<file path="config.mk">
export PLATFORM = sky130hd
export DESIGN_NAME = q_move_resolver
export DESIGN_NICKNAME = d
export VERILOG_FILES = /design/src/rtl/q_move_resolver.sv
export SDC_FILE = /design/constraint.sdc
export NUM_CORES = 1
export LEC_CHECK = 0
export CAP_MARGIN = 25
export CORE_UTILIZATION = 54
export CTS_CLUSTER_SIZE = 24
export DETAILED_ROUTE_END_ITERATION = 7
export DONT_BUFFER_PORTS = 1
export PLACE_DENSITY = 0.73
export SYNTH_ARGS = -nofsm -noshare
export SYNTH_HDL_FRONTEND = slang
export SYNTH_SLANG_ARGS = --single-unit
</file>
<file path="constraint.sdc">
create_clock -name done_clk -period 3.9 [get_ports done_clk]
set_input_delay 0.975 -clock done_clk [delete_from_list [all_inputs] [get_ports done_clk]]
set_output_delay 0.975 -clock done_clk [all_outputs]
set_load 0.02 [all_outputs]
</file>
<file path="src/rtl/q_move_resolver.sv">
// q_move_resolver
//   Grid-maze move resolver for the Q-learning agent. Given a current state
//   and an action it produces the resolved next state and an outcome class
//   (MOVED / EDGE / BLOCKED / GOAL). The blocked-cell list is scanned one
//   entry per cycle behind a start/done handshake.
//
// Ports
//   done_clk        clock
//   rst             synchronous, active-low reset
//   start_i         request, sampled only in IDLE
//   action_i        0=down(+W) 1=right(+1) 2=up(-W) 3=left(-1), others no-op
//   cur_state_i     current state (1-based, row-major, 0 = invalid)
//   target_state_i  goal state
//   blocked_i       packed blocked list, entry i at [i*SW +: SW]
//   blocked_vld_i   per-entry enable
//   busy_o          high whenever not IDLE
//   timer_start_o   high in IDLE only
//   done_o          one-cycle pulse while in RESP
//   next_state_o    resolved next state, held until the next RESP
//   outcome_o       00=MOVED 01=EDGE 10=BLOCKED 11=GOAL
module q_move_resolver #(
  parameter int GRID_W = 6,
  parameter int GRID_H = 6,
  parameter int NBLK   = 16,
  parameter int SW     = 6,
  parameter int AW     = 2
) (
  input  logic               done_clk,
  input  logic               rst,
  input  logic               start_i,
  input  logic [AW-1:0]      action_i,
  input  logic [SW-1:0]      cur_state_i,
  input  logic [SW-1:0]      target_state_i,
  input  logic [NBLK*SW-1:0] blocked_i,
  input  logic [NBLK-1:0]    blocked_vld_i,
  output logic               busy_o,
  output logic               timer_start_o,
  output logic               done_o,
  output logic [SW-1:0]      next_state_o,
  output logic [1:0]         outcome_o
);

  localparam int IW = (NBLK > 1) ? $clog2(NBLK) : 1;

  // Candidate arithmetic is one bit wider than a state so +W never wraps.
  localparam logic [SW:0] L_W     = (SW+1)'(GRID_W);
  localparam logic [SW:0] L_NCELL = (SW+1)'(GRID_W * GRID_H);
  localparam logic [SW:0] L_ONE   = (SW+1)'(1);

  localparam logic [1:0] OC_MOVED   = 2'b00;
  localparam logic [1:0] OC_EDGE    = 2'b01;
  localparam logic [1:0] OC_BLOCKED = 2'b10;
  localparam logic [1:0] OC_GOAL    = 2'b11;

  typedef enum logic [1:0] {S_IDLE, S_CALC, S_SCAN, S_RESP} state_t;

  state_t          r_state;
  logic            r_calc_ph;   // CALC: 0 = evaluate move, 1 = dispatch
  logic [AW-1:0]   r_act;
  logic [SW-1:0]   r_cur;
  logic [SW-1:0]   r_tgt;
  logic [SW:0]     r_cand;
  logic            r_edge;
  logic [IW-1:0]   r_idx;
  logic            r_busy;
  logic            r_timer_start;
  logic            r_done;
  logic [SW-1:0]   r_next;
  logic [1:0]      r_outcome;

  logic [SW:0]     w_cur_x;
  logic [SW:0]     w_col;
  logic [SW:0]     w_cand;
  logic            w_edge;
  logic            w_hit;
  logic            w_last;
  logic [SW-1:0]   w_blk [NBLK];

  // Unpack the flat blocked list into an indexable array.
  for (genvar gi = 0; gi < NBLK; gi++) begin : g_blk
    assign w_blk[gi] = blocked_i[gi*SW +: SW];
  end

  assign w_cur_x = {1'b0, r_cur};
  // Only meaningful for legal states; illegal states are flagged as EDGE first.
  assign w_col   = (w_cur_x - L_ONE) % L_W;

  always_comb begin
    w_cand = w_cur_x;
    w_edge = 1'b0;
    if ((w_cur_x == '0) || (w_cur_x > L_NCELL)) begin
      w_edge = 1'b1;
    end else if (r_act == AW'(0)) begin
      if (w_cur_x + L_W > L_NCELL) w_edge = 1'b1;
      else                         w_cand = w_cur_x + L_W;
    end else if (r_act == AW'(1)) begin
      if (w_col == L_W - L_ONE) w_edge = 1'b1;
      else                      w_cand = w_cur_x + L_ONE;
    end else if (r_act == AW'(2)) begin
      if (w_cur_x <= L_W) w_edge = 1'b1;
      else                w_cand = w_cur_x - L_W;
    end else if (r_act == AW'(3)) begin
      if (w_col == '0) w_edge = 1'b1;
      else             w_cand = w_cur_x - L_ONE;
    end else begin
      w_edge = 1'b1;
    end
  end

  assign w_hit  = blocked_vld_i[r_idx] && ({1'b0, w_blk[r_idx]} == r_cand);
  assign w_last = (r_idx == IW'(NBLK - 1));

  always_ff @(posedge done_clk) begin
    if (!rst) begin
      r_state       <= S_IDLE;
      r_calc_ph     <= 1'b0;
      r_act         <= '0;
      r_cur         <= '0;
      r_tgt         <= '0;
      r_cand        <= '0;
      r_edge        <= 1'b0;
      r_idx         <= '0;
      r_busy        <= 1'b0;
      r_timer_start <= 1'b1;
      r_done        <= 1'b0;
      r_next        <= SW'(1);
      r_outcome     <= OC_MOVED;
    end else begin
      case (r_state)
        S_IDLE: begin
          if (start_i) begin
            r_act         <= action_i;
            r_cur         <= cur_state_i;
            r_tgt         <= target_state_i;
            r_calc_ph     <= 1'b0;
            r_busy        <= 1'b1;
            r_timer_start <= 1'b0;
            r_state       <= S_CALC;
          end
        end
        S_CALC: begin
          if (!r_calc_ph) begin
            r_cand    <= w_cand;
            r_edge    <= w_edge;
            r_calc_ph <= 1'b1;
          end else if (r_edge) begin
            r_next    <= r_cur;
            r_outcome <= OC_EDGE;
            r_done    <= 1'b1;
            r_state   <= S_RESP;
          end else begin
            r_idx   <= '0;
            r_state <= S_SCAN;
          end
        end
        S_SCAN: begin
          if (w_hit) begin
            // Blocked takes priority over goal, so check it first.
            r_next    <= r_cur;
            r_outcome <= OC_BLOCKED;
            r_done    <= 1'b1;
            r_state   <= S_RESP;
          end else if (w_last) begin
            r_next    <= r_cand[SW-1:0];
            r_outcome <= (r_cand == {1'b0, r_tgt}) ? OC_GOAL : OC_MOVED;
            r_done    <= 1'b1;
            r_state   <= S_RESP;
          end else begin
            r_idx <= r_idx + IW'(1);
          end
        end
        S_RESP: begin
          r_done        <= 1'b0;
          r_busy        <= 1'b0;
          r_timer_start <= 1'b1;
          r_state       <= S_IDLE;
        end
        default: r_state <= S_IDLE;
      endcase
    end
  end

  assign busy_o        = r_busy;
  assign timer_start_o = r_timer_start;
  assign done_o        = r_done;
  assign next_state_o  = r_next;
  assign outcome_o     = r_outcome;

endmodule

</file>
---- After elaboration in Yosys (flattened, before gate mapping) ----
Index checks and enable logic that the tools add are counted.
operators by class
  equal/unequal tests ..................... 17
  bitwise logic cells ..................... 2
  reduce and logical (&&, ||, !) cells .... 18
  mux-type cells .......................... 55
  add/subtract/negate cells ............... 5
  divide/modulo/power cells ............... 1
  magnitude comparators ................... 5
operator list
  operator               count
  $mux W7                9
  $mux W6                6
  $bmux W6 S4            1
  $mux W2                9
  $mux W1                17
  $mux W4                4
  $logic_not A7 Y1       2
  $ne A2 B2 Y1 const B   6
  $pmux W6 S2            1
  $eq A2 B2 Y1 const B   4
  $pmux W2 S4            1
  $pmux W4 S2            1
  $reduce_and A2 Y1      4
  $reduce_and A4 Y1      2
  $add A6 B1 Y7 const B  1
  $add A6 B3 Y7 const B  1
  $eq A6 B7 Y1           1
  $eq A7 B3 Y1 const B   1
  $eq A7 B6 Y1           1
  $gt A7 B6 Y1 const B   1
  $mod A7 B3 Y7 const B  1
  $sub A6 B1 Y7 const B  1
  $sub A6 B3 Y7 const B  1
  $gt A6 B6 Y1 const B   1
  other kinds (20)       26
storage, ports and cells
  output and inout bits ................... 11
  bits in registers ....................... 40
  input bits .............................. 129

---- Depth between registers and ports, before layout ----
Gate-level depths: netlist (run 1).
  word-level depth ........................ 9
  gate-level depth with buffers ........... 17

---- Worst setup path after synthesis (run 1) ----
No wires, ideal clock.
  path kind ............................... reg-to-reg
  from .................................... register r_cur[1]
  to ...................................... register r_cand[4]
  data arrival time ....................... 3747 ps
  cell stages (with the launch flop) ...... 17
  clock period less this slack ............ 3872 ps
  required time ........................... 3775 ps
  buffers on the path ..................... 2
  slack ................................... 28 ps
  path through ............................ dfxtp_1 clkbuf_1 inv_1 ha_1 a21bo_1 buf_6 and4_4 or4_1 a221o_1 ha_1 inv_1 nand2_1 nor4_4 nor4_1 o311a_1 a21oi_1 a31oi_1
on the way
  longest elaborated chain between the ends .. 9
ends and longest elaborated chain
  item                    RTL line  text
  from (decl)             60        logic [SW-1:0] r_cur;
  from (signal assigned)  133       r_cur <= cur_state_i;
  $sub A6 B1 Y7           86, 104
  $mod A7 B3 Y7           86        assign w_col = (w_cur_x - L_ONE) % L_W;
  $logic_not A7 Y1        103       if (w_col == '0) w_edge = 1'b1;
  $mux W7                 103
  $mux W7                 102       end else if (r_act == AW'(3)) begin
  $mux W7                 99        end else if (r_act == AW'(2)) begin
  $mux W7                 96        end else if (r_act == AW'(1)) begin
  $mux W7                 93        end else if (r_act == AW'(0)) begin
  $mux W7 *               91        if ((w_cur_x == '0) || (w_cur_x > L_NCELL)) begin
  to (signal assigned)    143       r_cand <= w_cand;
  to (decl)               62        logic [SW:0] r_cand;
Every way passes the cells marked *; elsewhere a longest branch is shown, timed or not.
A chain may end at the register's enable or synchronous reset.

---- Worst setup path in the final report (run 1) ----
  from .................................... register r_cur[2]
  to ...................................... register r_cand[3]
Same word-level chain as after synthesis.

==> run_results.csv, run 1 <==
group,metric,value,unit
setup_path,cp_top_family,"compound AO/OA/AOI/OAI gates",
synthesis,syn_nets,636,
power_and_ir_drop,power.density,538,mW/mm2
floorplanning,die_w,90.3,um
floorplanning,start_util,56.9,%
cts,h-tree-depth,2,
cts,clockBufferDepth,2,
setup_path,required,4.15,ns
routing,ant_nets,0,
synthesis,yosys.cell_types.count,77,
setup_path,start_kind,"flip-flop",
cts,cts-root-buf,"clkbuf_8",
grt,grt_pass1_vias,3545,
min_path,hp-class,"flip-flop to flip-flop",
power_and_ir_drop,peakVddDrop,0.346,mV
timing,slew_violations,0,
timing,relSlewSlack,40.9,%
timing,finClkSkew,0.00862,ns
placement,place_congestion,0.930,
synthesis,synth_cells,494,
setup_path,path_class,"flip-flop to flip-flop",
floorplanning,ios,140,
setup_path,cp_cell_sequence,"inv_1 > buf_4 > ha_2 > a21bo_2 > and4_4 > or4_1 > a221o_1 > ha_4 > nor2_1 > and3_4 > o31ai_4 > nand3_2 > a2111oi_4 > a211o_1",
grt,grt_max_degree,49,
setup_path,cp-end-kind,"flip-flop",
synthesis,syn_area,0.00421,mm2
run,max_cap_violations,0,
timing,period_share,97.7,%
power_and_ir_drop,p_leak,1.50,nW
floorplanning,dieArea,0.00816,mm2
floorplanning,std_cell_rows,31,
routing,post_drt_wl_per_cell,19.6,um
setup_path,cpPeakStageDelay,0.49,ns
synthesis,synth_edf_count,0,
final_layout,area_growth_syn_to_layout,4.01,%
grt,track_usage,26.9,%
cts,clk_latency,0.30,ns
placement,post-place-ws,0.0592,ns
cts,numCtsBuffers,5,
routing,dr_total_vias,3900,
grt,grt_pass1_wl,17700,um
timing,fin_crit,3.81,ns
setup_path,crit_arrival,4.06,ns
synthesis,ys.flop_type,"dfxtp_1",
timing,finalHoldViolations,0,
final_layout,mostFrequentLayoutCell,"nand2_1",
timing,clock.fmax,0.262,GHz
cts,clkTransAtPathRegs,0.09,ns
floorplanning,coreArea,0.00741,mm2
synthesis,syn-mean-instance-area,8.53,um2
final_layout,drive_gt1_share,17.5,%
grt,grt-ovfl-total,0,
placement,dp_hpwl,8650,um
grt,antenna_found_initial,1,
cts,tritoncts,"built",
status,status,"finished, final reports clean",
timing,setup-violations-final,0,
synthesis,synth_warnings,0,
synthesis,ys_ff_latch,40,
power_and_ir_drop,finalPower,2.36,mW
setup_path,cp.buffers_inverters,2,
routing,drt_iter0_markers,358,
routing,viasPerCell,6.72,
synthesis,synth_seq_area_share,19.0,%
timing,setup_ws,0.0896,ns
cts,cts.sinks,40,
setup_path,path_max_fanout,7,
routing,wl,11400,um
placement,io_buffers,0,
final_layout,final_cell_mix,"nand2_1 (61), dfxtp_1 (38), mux4_2 (26)",
floorplanning,fp.dieH,90.3,um
setup_path,crit_slowest_cell,"or4_1",
timing,tightest_slew,0.885,ns
routing,drc,0,
synthesis,synthArstFlopShare,0,%
routing,drt-pass1-iter-count,6,
final_layout,nNetsFinal,621,
==> report_power, final <==
part           internal, mW  total (mW)  switching, mW  leakage [nW]
logic                 0.541        1.28          0.739          1.11
clock network         0.193       0.357          0.164        0.0548
registers             0.513       0.719          0.206         0.328
total                  1.25        2.36           1.11          1.50
==> cells by family (layout without fill, tap and decap cells) <==
family          count (synthesis)  in the layout  share of synthesized area, %
compound gates                131            131                          21.7
xor+xnor                       21             21                          4.36
fa+ha+maj                      13             13                          3.86
buf+inv                        59             45                          8.28
flops                          40             40                          19.0
mux                            55             55                          20.9
other cells                     0              1                             0
simple gates                  175            175                          21.9
==> per-stage QoR <==
stage / cells / utilization, % / hold slack (ns) / cell area (um2) / TNS [ns]
after CTS: 576 / 58.0 / 0.492 / 4300 / 0
after global placement: 568 / 56.5 / 0.478 / 4190 / 0
after global routing: 580 / 59.2 / 0.524 / 4380 / -0.00512
after floorplan: 494 / - / 0.455 / 4210 / 0
after detailed placement: 568 / 56.5 / 0.479 / 4190 / 0
final: 580 / 59.2 / 0.494 / 4380 / 0
==> timing repair <==
action,in CTS,in global routing
setup buffers,0,3
hold buffers,0,0
endpoints found under the setup margin,0,7
resized for setup,0,12
==> registers in the layout (all words and copies together) (netlist names) <==
signal and cells:
r_tgt 6, next_state_o 6, busy_o 1, r_cur 6
r_act 2, r_idx 4, timer_start_o 1, r_edge 1
outcome_o 2, r_cand 7, r_calc_ph 1, done_o 1
r_state 2
==> cells in the mapped netlist, types with 2 or more instances <==
master	number	share of area, %
inv_1	16	1.4
o21ai_0	25	3.0
and3_1	3	0.45
buf_1	2	0.18
nand3_1	13	1.5
or4b_2	2	0.48
a211oi_1	6	1.1
a21boi_0	18	3.2
clkbuf_8	6	2.0
a21oi_1	20	2.4
xnor2_1	7	1.5
ha_1	13	3.9
buf_2	8	0.95
nand2_1	61	5.4
nand2b_1	7	1.0
buf_6	5	1.3
nor4_1	7	1.0
nor3b_1	5	0.89
a211o_1	2	0.42
nand4_1	7	1.0
mux2_2	5	1.3
o211ai_1	9	1.6
mux4_2	26	14
nor3_1	17	2.0
o22ai_1	4	0.59
o2111ai_1	5	1.0
mux2i_1	24	5.7
dfxtp_1	40	19
and2_1	3	0.45
or4_1	3	0.53
buf_4	3	0.53
o31ai_1	5	0.89
or3_1	4	0.59
nand4b_1	5	1.0
clkbuf_1	17	1.5
xor2_1	14	2.9
a31oi_1	11	1.6
a21o_1	2	0.36
nor2_1	22	2.0
nor2b_1	5	0.74
==> worst paths after layout <==
check / start / end / slack [ns] / depth (start not counted)
min: r_tgt[5] / r_tgt[5] / 0.49 / 2
max reg2reg: r_cur[2] / r_cand[3] / 0.09 / 14
min reg2reg: r_tgt[5] / r_tgt[5] / 0.49 / 2
max: r_cur[2] / r_cand[3] / 0.09 / 14
==> cell type report <==
class | instances | area [um2]
multi-input cells | 395 | 3120
flip-flops and latches | 40 | 803
clock buffers | 5 | 68.8
clock inverters | 3 | 46.3
repair buffers | 21 | 158
inverters | 16 | 60.1
diodes | 1 | 2.50
fillers | 668 | 3030
well taps | 99 | 124
==> worst reg2reg max path, stage by stage, from the launching register on <==
cell and delay, ns:
dfxtp_2 0.34, inv_1 0.07, buf_4 0.16, ha_2 0.18, a21bo_2 0.22, and4_4 0.18, or4_1 0.49, a221o_1 0.43
ha_4 0.31, nor2_1 0.05, and3_4 0.20, o31ai_4 0.40, nand3_2 0.19, a2111oi_4 0.39, a211o_1 0.14
==> layer usage <==
| layer | vias up | global-route usage [%] | wire length, um |
|---|---|---|---|
| li1 | 1839 | - | - |
| met1 | 1817 | 35.9 | 4670 |
| met2 | 223 | 43.8 | 5340 |
| met3 | 21 | 5.89 | 1160 |
| met4 | 0 | 7.12 | 192 |
| met5 | - | 0 | 0 |
(Power assumes the default switching activity.)
==> inputs of run 2 (changes only) <==
--- a/config.mk
+++ b/config.mk
@@ -5,6 +5,7 @@
 export SDC_FILE = /design/constraint.sdc
 export NUM_CORES = 1
 export LEC_CHECK = 0
+export ABC_AREA = 1
 export CAP_MARGIN = 25
 export CORE_UTILIZATION = 54
 export CTS_CLUSTER_SIZE = 24
==> run_results.csv, run 2 <==
group,metric,value,unit
timing,finalHoldViolations,0,
routing,drt_iter0_markers,307,
final_layout,largest_register_ffs,7,
synthesis,synth_edf_count,0,
synthesis,synth_warnings,0,
floorplanning,die_w,86.3,um
floorplanning,coreArea,0.00683,mm2
floorplanning,dieArea,0.00745,mm2
cts,clockBufferDepth,2,
synthesis,yosysMostFrequentCell,"nand2_1",
timing,slew_violations,0,
synthesis,synth_seq_area_share,20.9,%
floorplanning,std_cell_rows,30,
synthesis,ys_top_cells_by_count,"nand2_1 (129), nor2_1 (98), o21ai_0 (97)",
power_and_ir_drop,power.density,838,mW/mm2
grt,grt_pass1_wl,17800,um
placement,dp_hpwl,8960,um
floorplanning,fp.dieH,86.3,um
cts,clkTransAtPathRegs,0.08,ns
cts,numCtsBuffers,5,
power_and_ir_drop,power_frac_seq,20.5,%
final_layout,mostFrequentLayoutCell,"nand2_1",
cts,cts-root-buf,"clkbuf_8",
final_layout,final_cell_mix,"nand2_1 (129), nor2_1 (97), o21ai_0 (97)",
power_and_ir_drop,combPwrFrac,71.8,%
status,status,"finished, final reports clean",
power_and_ir_drop,p_leak,1.66,nW
timing,setup-violations-final,0,
synthesis,synthArstFlopShare,0,%
timing,rsz0062_at_grt,"no",
setup_path,start_kind,"flip-flop",
synthesis,synth_cells,654,
setup_path,cp_common_cell,"nand2_1",
setup_path,cpPeakStageDelay,0.34,ns
setup_path,path_class,"flip-flop to flip-flop",
run,max_cap_violations,0,
synthesis,syn_area,0.00384,mm2
setup_path,path_max_fanout,6,
synthesis,yosysTopAreaCell,"dfxtp_1",
floorplanning,ios,140,
timing,finClkSkew,0.00653,ns
final_layout,fill_cells,732,
power_and_ir_drop,switching_power,1.90,mW
grt,grt_max_degree,58,
timing,fin_setup_tns,0,ns
timing,relSlewSlack,55.4,%
timing,hold_ws,0.494,ns
grt,antenna_found_initial,1,
setup_path,crit_arrival,3.73,ns
timing,tightest_slew,0.666,ns
synthesis,synthTopCellsByArea,"dfxtp_1 (21%), o21ai_0 (13%), nand2_1 (13%), nor2_1 (9.6%), a21oi_1 (6.8%)",
routing,post_drt_wl_per_cell,15.7,um
min_path,hp-class,"flip-flop to flip-flop",
routing,ant_nets,0,
final_layout,drive_gt1_share,8.14,%
routing,dr_total_vias,4440,
synthesis,syn-mean-instance-area,5.87,um2
placement,place_congestion,0.971,
synthesis,yosys.cell_types.count,37,
setup_path,required,4.06,ns
routing,viasPerCell,6.03,
cts,clk_latency,0.28,ns
timing,clock.fmax,0.280,GHz
routing,drt-pass1-iter-count,5,
synthesis,synth_top_area_share,20.9,%
timing,fin_crit,3.57,ns
routing,wl,11600,um
grt,grt_pass1_vias,3865,
timing,period_share,91.6,%
cts,cts_hold_buf,0,
power_and_ir_drop,clockPowerShare,7.7,%
power_and_ir_drop,internal_power,1.44,mW
cts,cts.sinks,40,
synthesis,ys_ff_latch,40,
power_and_ir_drop,netSwitchingFraction,56.8,%
synthesis,syn_nets,796,
power_and_ir_drop,peakVddDrop,0.439,mV
placement,io_buffers,0,
grt,track_usage,29.7,%
routing,drc,0,
setup_path,cp-end-kind,"flip-flop",
cts,tritoncts,"built",
final_layout,regMostFlops,"r_cand",
grt,grt-ovfl-total,0,
floorplanning,start_util,56.2,%
cts,h-tree-depth,2,
synthesis,ys.flop_type,"dfxtp_1",
final_layout,nNetsFinal,781,
setup_path,crit_slowest_cell,"dfxtp_1",
final_layout,area_growth_syn_to_layout,3.88,%
run 2: worst max-delay path: cells and delay by family, from the launching register on:
family                   cells  cell delay (ns)
AO/OA/AOI/OAI                1             0.08
adder cells (fa/ha/maj)      2             0.45
buffers and inverters        4             0.35
flip-flops                   1             0.34
AND/OR/NAND/NOR             23             2.23
run 2: cell families (layout without fill, tap and decap cells):
logic type | after synthesis | count (layout) | synth area share (%)
compound gates | 202 | 202 | 29.5
buf+inv | 87 | 72 | 9.49
simple gates | 302 | 302 | 33.6
xor+xnor | 10 | 10 | 2.28
flops | 40 | 40 | 20.9
fa+ha+maj | 13 | 13 | 4.24
other cells | 0 | 1 | 0
run 2: layout make-up:
class	instances	area [um2]	area share [%]
diodes	1	2.50	0.0628
inverters	54	206	5.18
well taps	96	120	3.01
repair buffers	11	95.1	2.39
clock inverters	1	5.00	0.126
multi-input cells	527	2680	67.3
flip-flops and latches	40	802	20.1
clock buffers	6	72.6	1.82
run 2: final timing paths:
path,from,to,slack [ns],cells past startpoint
setup reg to reg,r_cur[1],r_cand[5],0.33,30
hold / removal,r_calc_ph,r_calc_ph,0.49,2
setup / recovery,r_cur[1],r_cand[5],0.33,30
hold reg to reg,r_calc_ph,r_calc_ph,0.49,2
run 2: per-layer routing:
layer / track usage (%) / part of all wire [%] / vias up
met5: 0 / 0 / -
met4: 8.18 / 1.8 / 0
met3: 4.67 / 8.4 / 22
met2: 54.8 / 49 / 205
met1: 35.7 / 41 / 2020
li1: - / - / 2193
run 2: per-stage QoR:
step                cells  total power, mW  instance area [um2]  setup slack (ns)  utilization (%)
finish                736             3.34                 3990             0.329             58.4
global route          736             3.67                 3990           0.00887             58.4
CTS                   733             3.30                 3950             0.280             57.9
detailed placement    726             3.04                 3880             0.331             56.7
global placement      726             2.97                 3880             0.428             56.7
floorplan             654             2.57                 3840             0.725                -
run 2: repair_timing:
action | CTS | global route
setup buffers | 0 | 2
endpoints found under the setup margin | 0 | 5
gates resized for setup | 0 | 5
run 2: power groups by stage:
stage,registers (mW),logic [mW],clock network [mW]
6_report,0.686,2.40,0.256
3_5_place_dp,0.690,2.35,0
3_3_place_gp,0.688,2.28,0
2_1_floorplan,0.630,1.94,0
4_1_cts,0.681,2.36,0.260
5_1_grt,0.700,2.69,0.277
==> inputs of run 3 (changes only) <==
--- a/config.mk
+++ b/config.mk
@@ -11,7 +11,9 @@
 export CTS_CLUSTER_SIZE = 24
 export DETAILED_ROUTE_END_ITERATION = 7
 export DONT_BUFFER_PORTS = 1
+export MAX_ROUTING_LAYER = met4
 export PLACE_DENSITY = 0.73
+export SKIP_LAST_GASP = 1
 export SYNTH_ARGS = -nofsm -noshare
 export SYNTH_HDL_FRONTEND = slang
 export SYNTH_SLANG_ARGS = --single-unit
==> run_results.csv, run 3 (synthesis gave the netlist of run 2 again) <==
group,metric,value,unit
final_layout,fill_cells,703,
cts,cts.sinks,40,
setup_path,start_kind,"flip-flop",
setup_path,cp_common_cell,"nand2_1",
cts,cts-root-buf,"clkbuf_8",
floorplanning,std_cell_rows,30,
min_path,worstHoldEndpoint,"r_calc_ph",
power_and_ir_drop,power_frac_seq,20.1,%
routing,drc,0,
timing,setup-violations-final,0,
power_and_ir_drop,p_leak,1.68,nW
floorplanning,fp.dieH,86.3,um
timing,fin_crit,3.42,ns
routing,wl,11100,um
power_and_ir_drop,switching_power,1.85,mW
min_path,hp-class,"flip-flop to flip-flop",
power_and_ir_drop,finalPower,3.36,mW
min_path,min_from,"r_calc_ph",
grt,antenna_found_initial,0,
setup_path,crit_start,"r_cur[1]",
floorplanning,dieArea,0.00745,mm2
final_layout,regMostFlops,"r_cand",
cts,cts_hold_buf,0,
setup_path,path_class,"flip-flop to flip-flop",
timing,relSlewSlack,59.3,%
routing,ant_nets,0,
setup_path,reg2reg_setup_slack,0.48,ns
cts,clkTransAtPathRegs,0.08,ns
timing,fin_setup_tns,0,ns
setup_path,regToRegEndpoint,"r_cand[4]",
placement,io_buffers,0,
placement,post-place-ws,0.291,ns
min_path,hold_path_depth,2,
timing,slew_violations,0,
power_and_ir_drop,internal_power,1.51,mW
power_and_ir_drop,clockPowerShare,9.9,%
setup_path,r2r_start,"r_cur[1]",
final_layout,nNetsFinal,781,
final_layout,area_growth_syn_to_layout,4.34,%
grt,grt_max_degree,58,
setup_path,cp-end-kind,"flip-flop",
setup_path,cpPeakStageDelay,0.38,ns
power_and_ir_drop,combPwrFrac,70.1,%
power_and_ir_drop,power.density,839,mW/mm2
grt,grt_pass1_wl,17100,um
routing,drt_iter0_markers,211,
routing,viasPerCell,5.92,
routing,post_drt_wl_per_cell,15.0,um
routing,drt-pass1-iter-count,5,
status,status,"finished, final reports clean",
power_and_ir_drop,netSwitchingFraction,55.0,%
setup_path,crit_slowest_cell,"dfxtp_1",
cts,h-tree-depth,2,
cts,numCtsBuffers,5,
grt,grt-ovfl-total,0,
timing,clock.fmax,0.292,GHz
floorplanning,coreArea,0.00683,mm2
placement,place_congestion,0.994,
cts,tritoncts,"built",
setup_path,cp.buffers_inverters,4,
grt,grt_pass1_vias,3785,
final_layout,mostFrequentLayoutCell,"nand2_1",
run,max_cap_violations,0,
final_layout,num_antenna_cells,0,
setup_path,required,4.07,ns
cts,clockBufferDepth,2,
setup_path,r2r_cells,25,
timing,setup_ws,0.476,ns
final_layout,multi_input_area,0.00267,mm2
placement,dp_hpwl,8650,um
timing,finalHoldViolations,0,
final_layout,register_area,802,um2
timing,tightest_slew,0.609,ns
power_and_ir_drop,peakVddDrop,0.559,mV
floorplanning,start_util,56.2,%
setup_path,cp_top_family,"simple AND/OR/NAND/NOR gates",
grt,track_usage,29.8,%
final_layout,drive_gt1_share,7.81,%
timing,period_share,87.8,%
final_layout,final_cell_mix,"nand2_1 (129), nor2_1 (98), o21ai_0 (97)",
setup_path,crit_arrival,3.59,ns
timing,rsz0062_at_grt,"no",
floorplanning,die_w,86.3,um
routing,dr_total_vias,4355,
setup_path,path_max_fanout,6,
cts,clk_latency,0.29,ns
final_layout,largest_register_ffs,7,
timing,finClkSkew,0.00614,ns
floorplanning,ios,140,
## run 3: worst max path at each step
| stage | depth (start not counted) | endpoint | slack [ns] |
|---|---|---|---|
| final | 25 | r_cand[4] | 0.48 |
| after global routing | 26 | r_cand[4] | 0.05 |
| after CTS | 25 | r_cand[4] | 0.27 |
| after detailed placement | 25 | r_cand[4] | 0.29 |
| after global placement | 25 | r_cand[4] | 0.36 |
| after floorplan | 25 | r_cand[5] | 0.72 |
## run 3: layer usage
metal | part of all wire [%] | routed length (um) | global-route usage (%) | up-vias
met5 | 0 | 0 | - | -
met1 | 44 | 4810 | 35.8 | 1950
met4 | 2.5 | 274 | 11.4 | 0
met3 | 6.9 | 768 | 4.10 | 28
met2 | 47 | 5200 | 50.7 | 179
li1 | - | - | - | 2198
## run 3: metrics by stage
step / hold WS [ns] / cell area (um2) / util, % / instances
finish: 0.479 / 4000 / 58.6 / 736
global route: 0.506 / 4000 / 58.6 / 736
CTS: 0.481 / 3980 / 58.3 / 734
detailed placement: 0.470 / 3880 / 56.7 / 726
global placement: 0.454 / 3880 / 56.7 / 726
floorplan: 0.446 / 3840 / - / 654
## run 3: what timing repair did
action,CTS,global route
endpoints found under the hold margin,0,0
gates resized for setup,0,2
setup endpoints to repair,0,5
buffers inserted,0,2
## run 3: worst min-delay path, stage by stage, from the launching register on
cell and delay (ns):
dfxtp_1 0.32, nand2_1 0.06, a21oi_1 0.06
## run 3: power groups by stage
stage               Clock, mW  Combinational, mW  Sequential [mW]
finish                  0.331               2.35            0.675
global route            0.353               2.69            0.690
CTS                     0.333               2.33            0.671
detailed placement          0               2.32            0.680
global placement            0               2.27            0.679
floorplan                   0               1.94            0.630
## run 3: final cells by class
| class | instances | area share [%] |
|---|---|---|
| well taps | 96 | 3.00 |
| clock buffers | 6 | 1.81 |
| clock inverters | 2 | 0.875 |
| inverters | 54 | 5.16 |
| flip-flops and latches | 40 | 20.0 |
| multi-input cells | 527 | 66.7 |
| repair buffers | 11 | 2.38 |
